**src/rtl/key_code_validator_if.sv**
```systemverilog
// Purpose: bundles the key-entry inputs and the validator's result outputs.
// Ports:   key_valid/key_code/listo driven by the keypad side (master);
//          validat/validap/validab/error/locked/stage/digit_cnt driven by the validator (slave).
interface key_code_validator_if;
  logic       key_valid;
  logic [3:0] key_code;
  logic       listo;
  logic       validat;
  logic       validap;
  logic       validab;
  logic       error;
  logic       locked;
  logic [1:0] stage;
  logic [2:0] digit_cnt;

  modport master (
    output key_valid, key_code, listo,
    input  validat, validap, validab, error, locked, stage, digit_cnt
  );

  modport slave (
    input  key_valid, key_code, listo,
    output validat, validap, validab, error, locked, stage, digit_cnt
  );
endinterface

```
**src/rtl/key_code_validator.sv**
```systemverilog
// Purpose: collects 4-digit keypad codes, checks them against three staged codes
//          (T, P, B) and locks out the keypad after MAX_FAIL consecutive mismatches.
// Ports:   clk, reset (sync, active-high); bus (slave): key_valid/key_code/listo in,
//          validat/validap/validab/error pulses, locked level, stage, digit_cnt out.
module key_code_validator #(
  parameter logic [15:0] CODE_T      = 16'h1234,
  parameter logic [15:0] CODE_P      = 16'h5678,
  parameter logic [15:0] CODE_B      = 16'h9012,
  parameter int unsigned MAX_FAIL    = 3,
  parameter int unsigned LOCK_CYCLES = 1000
) (
  input logic                  clk,
  input logic                  reset,
  key_code_validator_if.slave  bus
);

  localparam logic [3:0] KEY_CLEAR = 4'hC;
  localparam logic [3:0] KEY_ENTER = 4'hE;

  typedef enum logic [1:0] {
    COLLECT = 2'd0,
    COMPARE = 2'd1,
    LOCKED  = 2'd2
  } state_t;

  state_t      state, state_next;
  logic [15:0] buffer;
  logic [2:0]  digit_cnt_q;
  logic [1:0]  stage_q;
  logic [3:0]  fail_cnt;
  logic [15:0] lock_cnt;
  logic        locked_q;
  // Pulse bit order: {error, validab, validap, validat}.
  logic [3:0]  pulse_next, pulse_d, pulse_q;

  logic [15:0] stage_code;
  logic        key_is_digit;
  logic        match;
  logic        fail_limit;
  logic        lock_done;

  always_comb begin
    case (stage_q)
      2'd0:    stage_code = CODE_T;
      2'd1:    stage_code = CODE_P;
      2'd2:    stage_code = CODE_B;
      default: stage_code = '0;
    endcase
  end

  assign key_is_digit = (bus.key_code <= 4'd9);
  assign match        = (digit_cnt_q == 3'd4) && (stage_q != 2'd3) && (buffer == stage_code);
  // Widened by one bit so MAX_FAIL=15 cannot wrap the comparison.
  assign fail_limit   = (({1'b0, fail_cnt} + 5'd1) >= 5'(MAX_FAIL));
  // Counter holding 1 means this edge brings it to zero and ends the lockout.
  assign lock_done    = (lock_cnt <= 16'd1);

  // State register
  always_ff @(posedge clk) begin
    if (reset) state <= COLLECT;
    else       state <= state_next;
  end

  // Next-state logic; listo masks any coincident key.
  always_comb begin
    state_next = state;
    case (state)
      COLLECT: begin
        if (bus.key_valid && !bus.listo && (bus.key_code == KEY_ENTER) && (stage_q != 2'd3))
          state_next = COMPARE;
      end
      COMPARE: begin
        if (match)           state_next = COLLECT;
        else if (fail_limit) state_next = LOCKED;
        else                 state_next = COLLECT;
      end
      LOCKED: begin
        if (lock_done) state_next = COLLECT;
      end
      default: state_next = COLLECT;
    endcase
  end

  // Output logic: result of the single COMPARE cycle.
  always_comb begin
    pulse_next = '0;
    if (state == COMPARE) begin
      if (match) begin
        case (stage_q)
          2'd0:    pulse_next[0] = 1'b1;
          2'd1:    pulse_next[1] = 1'b1;
          default: pulse_next[2] = 1'b1;
        endcase
      end else begin
        pulse_next[3] = 1'b1;
      end
    end
  end

  // Datapath and registered outputs. The pulse goes through two registers so it
  // appears two edges after the edge that sampled enter.
  always_ff @(posedge clk) begin
    if (reset) begin
      buffer      <= '0;
      digit_cnt_q <= '0;
      stage_q     <= '0;
      fail_cnt    <= '0;
      lock_cnt    <= '0;
      locked_q    <= 1'b0;
      pulse_d     <= '0;
      pulse_q     <= '0;
    end else begin
      pulse_d  <= pulse_next;
      pulse_q  <= pulse_d;
      locked_q <= (state_next == LOCKED);
      case (state)
        COLLECT: begin
          if (bus.listo) begin
            buffer      <= '0;
            digit_cnt_q <= '0;
            stage_q     <= '0;
          end else if (bus.key_valid) begin
            if (key_is_digit && (digit_cnt_q < 3'd4)) begin
              buffer      <= {buffer[11:0], bus.key_code};
              digit_cnt_q <= digit_cnt_q + 3'd1;
            end else if (bus.key_code == KEY_CLEAR) begin
              buffer      <= '0;
              digit_cnt_q <= '0;
            end
          end
        end
        COMPARE: begin
          buffer      <= '0;
          digit_cnt_q <= '0;
          if (match) begin
            fail_cnt <= '0;
            if (stage_q != 2'd3) stage_q <= stage_q + 2'd1;
          end else begin
            fail_cnt <= fail_cnt + 4'd1;
            if (fail_limit) lock_cnt <= 16'(LOCK_CYCLES);
          end
          // listo still lets the compare result out but rewinds the stage.
          if (bus.listo) stage_q <= '0;
        end
        LOCKED: begin
          lock_cnt <= lock_cnt - 16'd1;
          if (lock_done) fail_cnt <= '0;
          if (bus.listo) begin
            buffer      <= '0;
            digit_cnt_q <= '0;
            stage_q     <= '0;
          end
        end
        default: ;
      endcase
    end
  end

  assign bus.validat   = pulse_q[0];
  assign bus.validap   = pulse_q[1];
  assign bus.validab   = pulse_q[2];
  assign bus.error     = pulse_q[3];
  assign bus.locked    = locked_q;
  assign bus.stage     = stage_q;
  assign bus.digit_cnt = digit_cnt_q;

endmodule

```
**src/flat_wrapper.sv**
```systemverilog
// flat-port wrapper written by rule: the top's interface ports become plain ports
module key_code_validator_flat 
#(
  parameter logic [15:0] CODE_T      = 16'h1234,
  parameter logic [15:0] CODE_P      = 16'h5678,
  parameter logic [15:0] CODE_B      = 16'h9012,
  parameter int unsigned MAX_FAIL    = 3,
  parameter int unsigned LOCK_CYCLES = 1000
)
  (clk, reset, bus_key_valid, bus_key_code, bus_listo, bus_validat, bus_validap, bus_validab, bus_error, bus_locked, bus_stage, bus_digit_cnt);
  key_code_validator_if bus_i ();
  input logic clk;
  input logic reset;
  input wire logic [$bits(bus_i.key_valid)-1:0] bus_key_valid;
  input wire logic [$bits(bus_i.key_code)-1:0] bus_key_code;
  input wire logic [$bits(bus_i.listo)-1:0] bus_listo;
  output wire logic [$bits(bus_i.validat)-1:0] bus_validat;
  output wire logic [$bits(bus_i.validap)-1:0] bus_validap;
  output wire logic [$bits(bus_i.validab)-1:0] bus_validab;
  output wire logic [$bits(bus_i.error)-1:0] bus_error;
  output wire logic [$bits(bus_i.locked)-1:0] bus_locked;
  output wire logic [$bits(bus_i.stage)-1:0] bus_stage;
  output wire logic [$bits(bus_i.digit_cnt)-1:0] bus_digit_cnt;
  assign bus_i.key_valid = bus_key_valid;
  assign bus_i.key_code = bus_key_code;
  assign bus_i.listo = bus_listo;
  assign bus_validat = bus_i.validat;
  assign bus_validap = bus_i.validap;
  assign bus_validab = bus_i.validab;
  assign bus_error = bus_i.error;
  assign bus_locked = bus_i.locked;
  assign bus_stage = bus_i.stage;
  assign bus_digit_cnt = bus_i.digit_cnt;
  key_code_validator #(.CODE_T(CODE_T), .CODE_P(CODE_P), .CODE_B(CODE_B), .MAX_FAIL(MAX_FAIL), .LOCK_CYCLES(LOCK_CYCLES)) u_core (.clk(clk), .reset(reset), .bus(bus_i));
endmodule
```
**config.mk**
```make
export PLATFORM = sky130hd
export DESIGN_NAME = key_code_validator_flat
export DESIGN_NICKNAME = d
export VERILOG_FILES = /design/src/rtl/key_code_validator_if.sv /design/src/rtl/key_code_validator.sv /design/src/flat_wrapper.sv
export SDC_FILE = /design/constraint.sdc
export NUM_CORES = 1
export LEC_CHECK = 0
export BUFFER_PORTS_ARGS = -buffer_cell sky130_fd_sc_hd__buf_2
export CORE_ASPECT_RATIO = 0.8
export CORE_MARGIN = 3
export CORE_UTILIZATION = 45
export CTS_CLUSTER_DIAMETER = 100
export CTS_CLUSTER_SIZE = 25
export DETAILED_ROUTE_END_ITERATION = 12
export SETUP_SLACK_MARGIN = 0.5
export SLEW_MARGIN = 10
export SYNTH_ARGS = -nofsm -noshare
export SYNTH_HDL_FRONTEND = slang
export SYNTH_SLANG_ARGS = --single-unit
```
**constraint.sdc**
```tcl
create_clock -name clk -period 3 [get_ports clk]
set_input_delay 0.6 -clock clk [delete_from_list [all_inputs] [get_ports clk]]
set_output_delay 0.6 -clock clk [all_outputs]
set_load 0.01 [all_outputs]
```
==> flow_summary.toml <==
[run_status]
outcome = "complete, no violations"

[power_and_ir_drop]
vdd_drop_max_v = 0.000191
power_mw = 1.23
seqPwrFrac_pct = 57.2
p_int_mw = 0.926
power.density_nw_per_um2 = 390
clock_power_share_pct = 34.4
switching_share_pct = 24.4
switchingPower_mw = 0.299
comb_power_share_pct = 8.4
leakage_nw = 1.19

[hold_path]
holdPathEnd = "u_core.pulse_q[2]"
hp-start = "u_core.pulse_d[2]"
hold_path.class = "reg -> reg"
whs_path_depth = 1

[route]
totalWireLength_um = 6190
first_pass_iters = 4
drt-initial-drc-count = 111
wire_per_inst_um = 14.7
route.detailed.drc = 0
num_vias = 2346
ant_nets = 0
viasPerCell = 5.59

[logic_synthesis]
synth_top_area_share_pct = 36.6
synth.area.top_cells = "dfxtp_1 (37%), ha_1 (6.6%), nand2b_1 (4.0%)"
ys_types = 60
async_flop_share_pct = 0
yosysTopAreaCell = "dfxtp_1"
syn_nets = 340
syn_avg_cell_area_um2 = 8.97
ys.flop_type = "dfxtp_1"
syn-cell-area_um2 = 2840
ys_ff_latch = 52
synthTopCellsByCount = "dfxtp_1 (52), nand2_1 (18), nand2b_1 (18)"
synth-seq-area-share_pct = 36.6
syn-instance-count = 317
synth_most_common_cell = "dfxtp_1"
synth_edf_count = 0
synth_warnings = 0

[sta]
hold_violations = 0
clock.fmax_mhz = 424
tightestPinTransition_ns = 0.782
worst_slack_ns = 0.639
maxSlewViolCount = 0
finalCritPeriodShare_pct = 78.7
skew_ns = 0.0109
rsz0062_at_grt = "false"
max-slew-margin-rel_pct = 47.5
setup_violations = 0
tns_ns = 0
min_period_ns = 2.36

[layout]
fin_util_pct = 52.4
drive_above_1_share_pct = 16.2
multi_input_area_um2 = 1700
seq_area_um2 = 1040
fillers = 581
antenna_cells = 0
nets = 361
syn2layout_area_growth_pct = 10.6

[place]
io_buffers = 17
place_ws_ns = 0.475
gp_congestion = 0.767
dp_hpwl_um = 4470

[die]
dieArea_um2 = 7310
die_width_um = 94.9
pin_count = 18
core_um2 = 6010
die_h_um = 77.1
initial_core_util_pct = 47.3
num_rows = 25

[critical_path]
worstPathMaxFanout = 15
crit_arrival_ns = 2.61
crit_path_end_kind = "register"
r2r-start = "u_core.bus.stage[1]"
r2r_cells = 8
critPathLaunchType = "register"
reg2reg_to = "u_core.lock_cnt[15]"
path_class = "reg -> reg"
r2r_slack_ns = 0.64
cp.required_ns = 3.25

[global_routing]
grt_max_degree = 44
gr-total-overflow = 0
antenna_found_initial = 0
grt_pass1_vias = 2094
grt_pass1_wl_um = 10500
grt_usage_pct = 18.0

[cts]
cts_buffer_depth = 2
clkTransAtPathRegs_ns = 0.10
cts_tree = "done"
h-tree-depth = 2
cts_buffers = 5
cts_sinks = 52
clock_latency_ns = 0.31
root_buffer = "clkbuf_8"

[job]
cap_violations = 0
[flip-flops by register name, summed over array words and instances (netlist names)]
| register | cells |
|---|---|
| u_core.buffer | 16 |
| u_core.lock_cnt | 16 |
| u_core.fail_cnt | 4 |
| u_core.pulse_d | 4 |
| u_core.pulse_q | 4 |
| u_core.bus.digit_cnt | 3 |
| u_core.bus.stage | 2 |
| u_core.state | 2 |
| u_core.bus.locked | 1 |
[stage by stage]
| stage | cell area, µm² | instances | hold WS (ns) |
|---|---|---|---|
| after detailed placement | 3000 | 407 | 0.431 |
| after CTS | 3110 | 417 | 0.455 |
| final | 3140 | 420 | 0.450 |
| after global routing | 3140 | 420 | 0.462 |
| after floorplan | 2840 | 317 | 0.414 |
| after global placement | 3000 | 407 | 0.420 |
[worst max-delay path by stage]
| stage | from | slack (ns) | endpoint | cells after the start |
|---|---|---|---|---|
| detailed placement | u_core.bus.stage[1] | 0.48 | u_core.lock_cnt[15] | 8 |
| finish | u_core.bus.stage[1] | 0.64 | u_core.lock_cnt[15] | 8 |
| floorplan | u_core.bus.stage[1] | 0.69 | u_core.lock_cnt[4] | 9 |
| CTS | u_core.bus.stage[1] | 0.51 | u_core.lock_cnt[3] | 8 |
| global placement | u_core.bus.stage[1] | 0.53 | u_core.lock_cnt[15] | 8 |
| global route | u_core.bus.stage[1] | 0.50 | u_core.lock_cnt[9] | 8 |
[cell usage in the layout (no fill, tap or decap), types with 8 or more instances in the layout]
cell type,netlist,routed
buf_4,0,9
nor3b_1,8,8
nor3_1,13,13
nor2_1,10,10
dfxtp_1,52,51
o21ai_0,14,14
inv_1,15,15
buf_2,3,17
nand3_1,11,11
nand2_1,18,18
nor2b_1,13,13
a21oi_1,13,13
mux2i_1,10,10
nand2b_1,18,18
or3_1,8,8
ha_1,15,15
[logic make-up (layout without fill, tap and decap cells)]
group,Yosys count,count (layout),synth area share (%)
compound gates,68,68,17.2
xor+xnor,1,1,0.308
fa+ha+maj,15,15,6.60
buf+inv,27,49,3.96
flops,52,52,36.6
mux,15,15,5.90
simple gates,139,139,29.4
[timing repair]
item,4_1_cts,5_1_grt
pin swaps,2,3
resized for setup,1,3
endpoints found under the setup margin,6,18
hold buffers,0,0
setup buffers,2,3
[layout make-up]
class | count | area share [%]
Clock buffer | 7 | 2.75
Clock inverter | 1 | 0.239
Inverter | 15 | 1.79
Multi-Input combinational cell | 238 | 54.0
Sequential cell | 52 | 33.1
Tap cell | 81 | 3.22
Timing Repair Buffer | 26 | 4.85
[power groups by stage]
stage	logic (mW)	registers, mW	clock network [mW]
finish	0.103	0.701	0.421
detailed placement	0.100	0.717	0
CTS	0.101	0.701	0.440
global placement	0.100	0.717	0
global route	0.113	0.703	0.470
floorplan	0.0738	0.716	0
[per-layer routing]
metal	global-route usage (%)	share of wire, %
met2	22.7	38
met1	29.7	57
met3	3.33	4.8
met5	0	0
met4	5.19	0.99
[critical path, cell delays in order, from the launching register on]
cell	delay, ns
dfxtp_2	0.37
inv_1	0.06
ha_1	0.26
or3_1	0.38
a211oi_4	0.28
o2111ai_4	0.21
a21o_2	0.35
a211o_2	0.32
o21ai_0	0.06
Note: power is estimated with default switching activity, not from simulation.
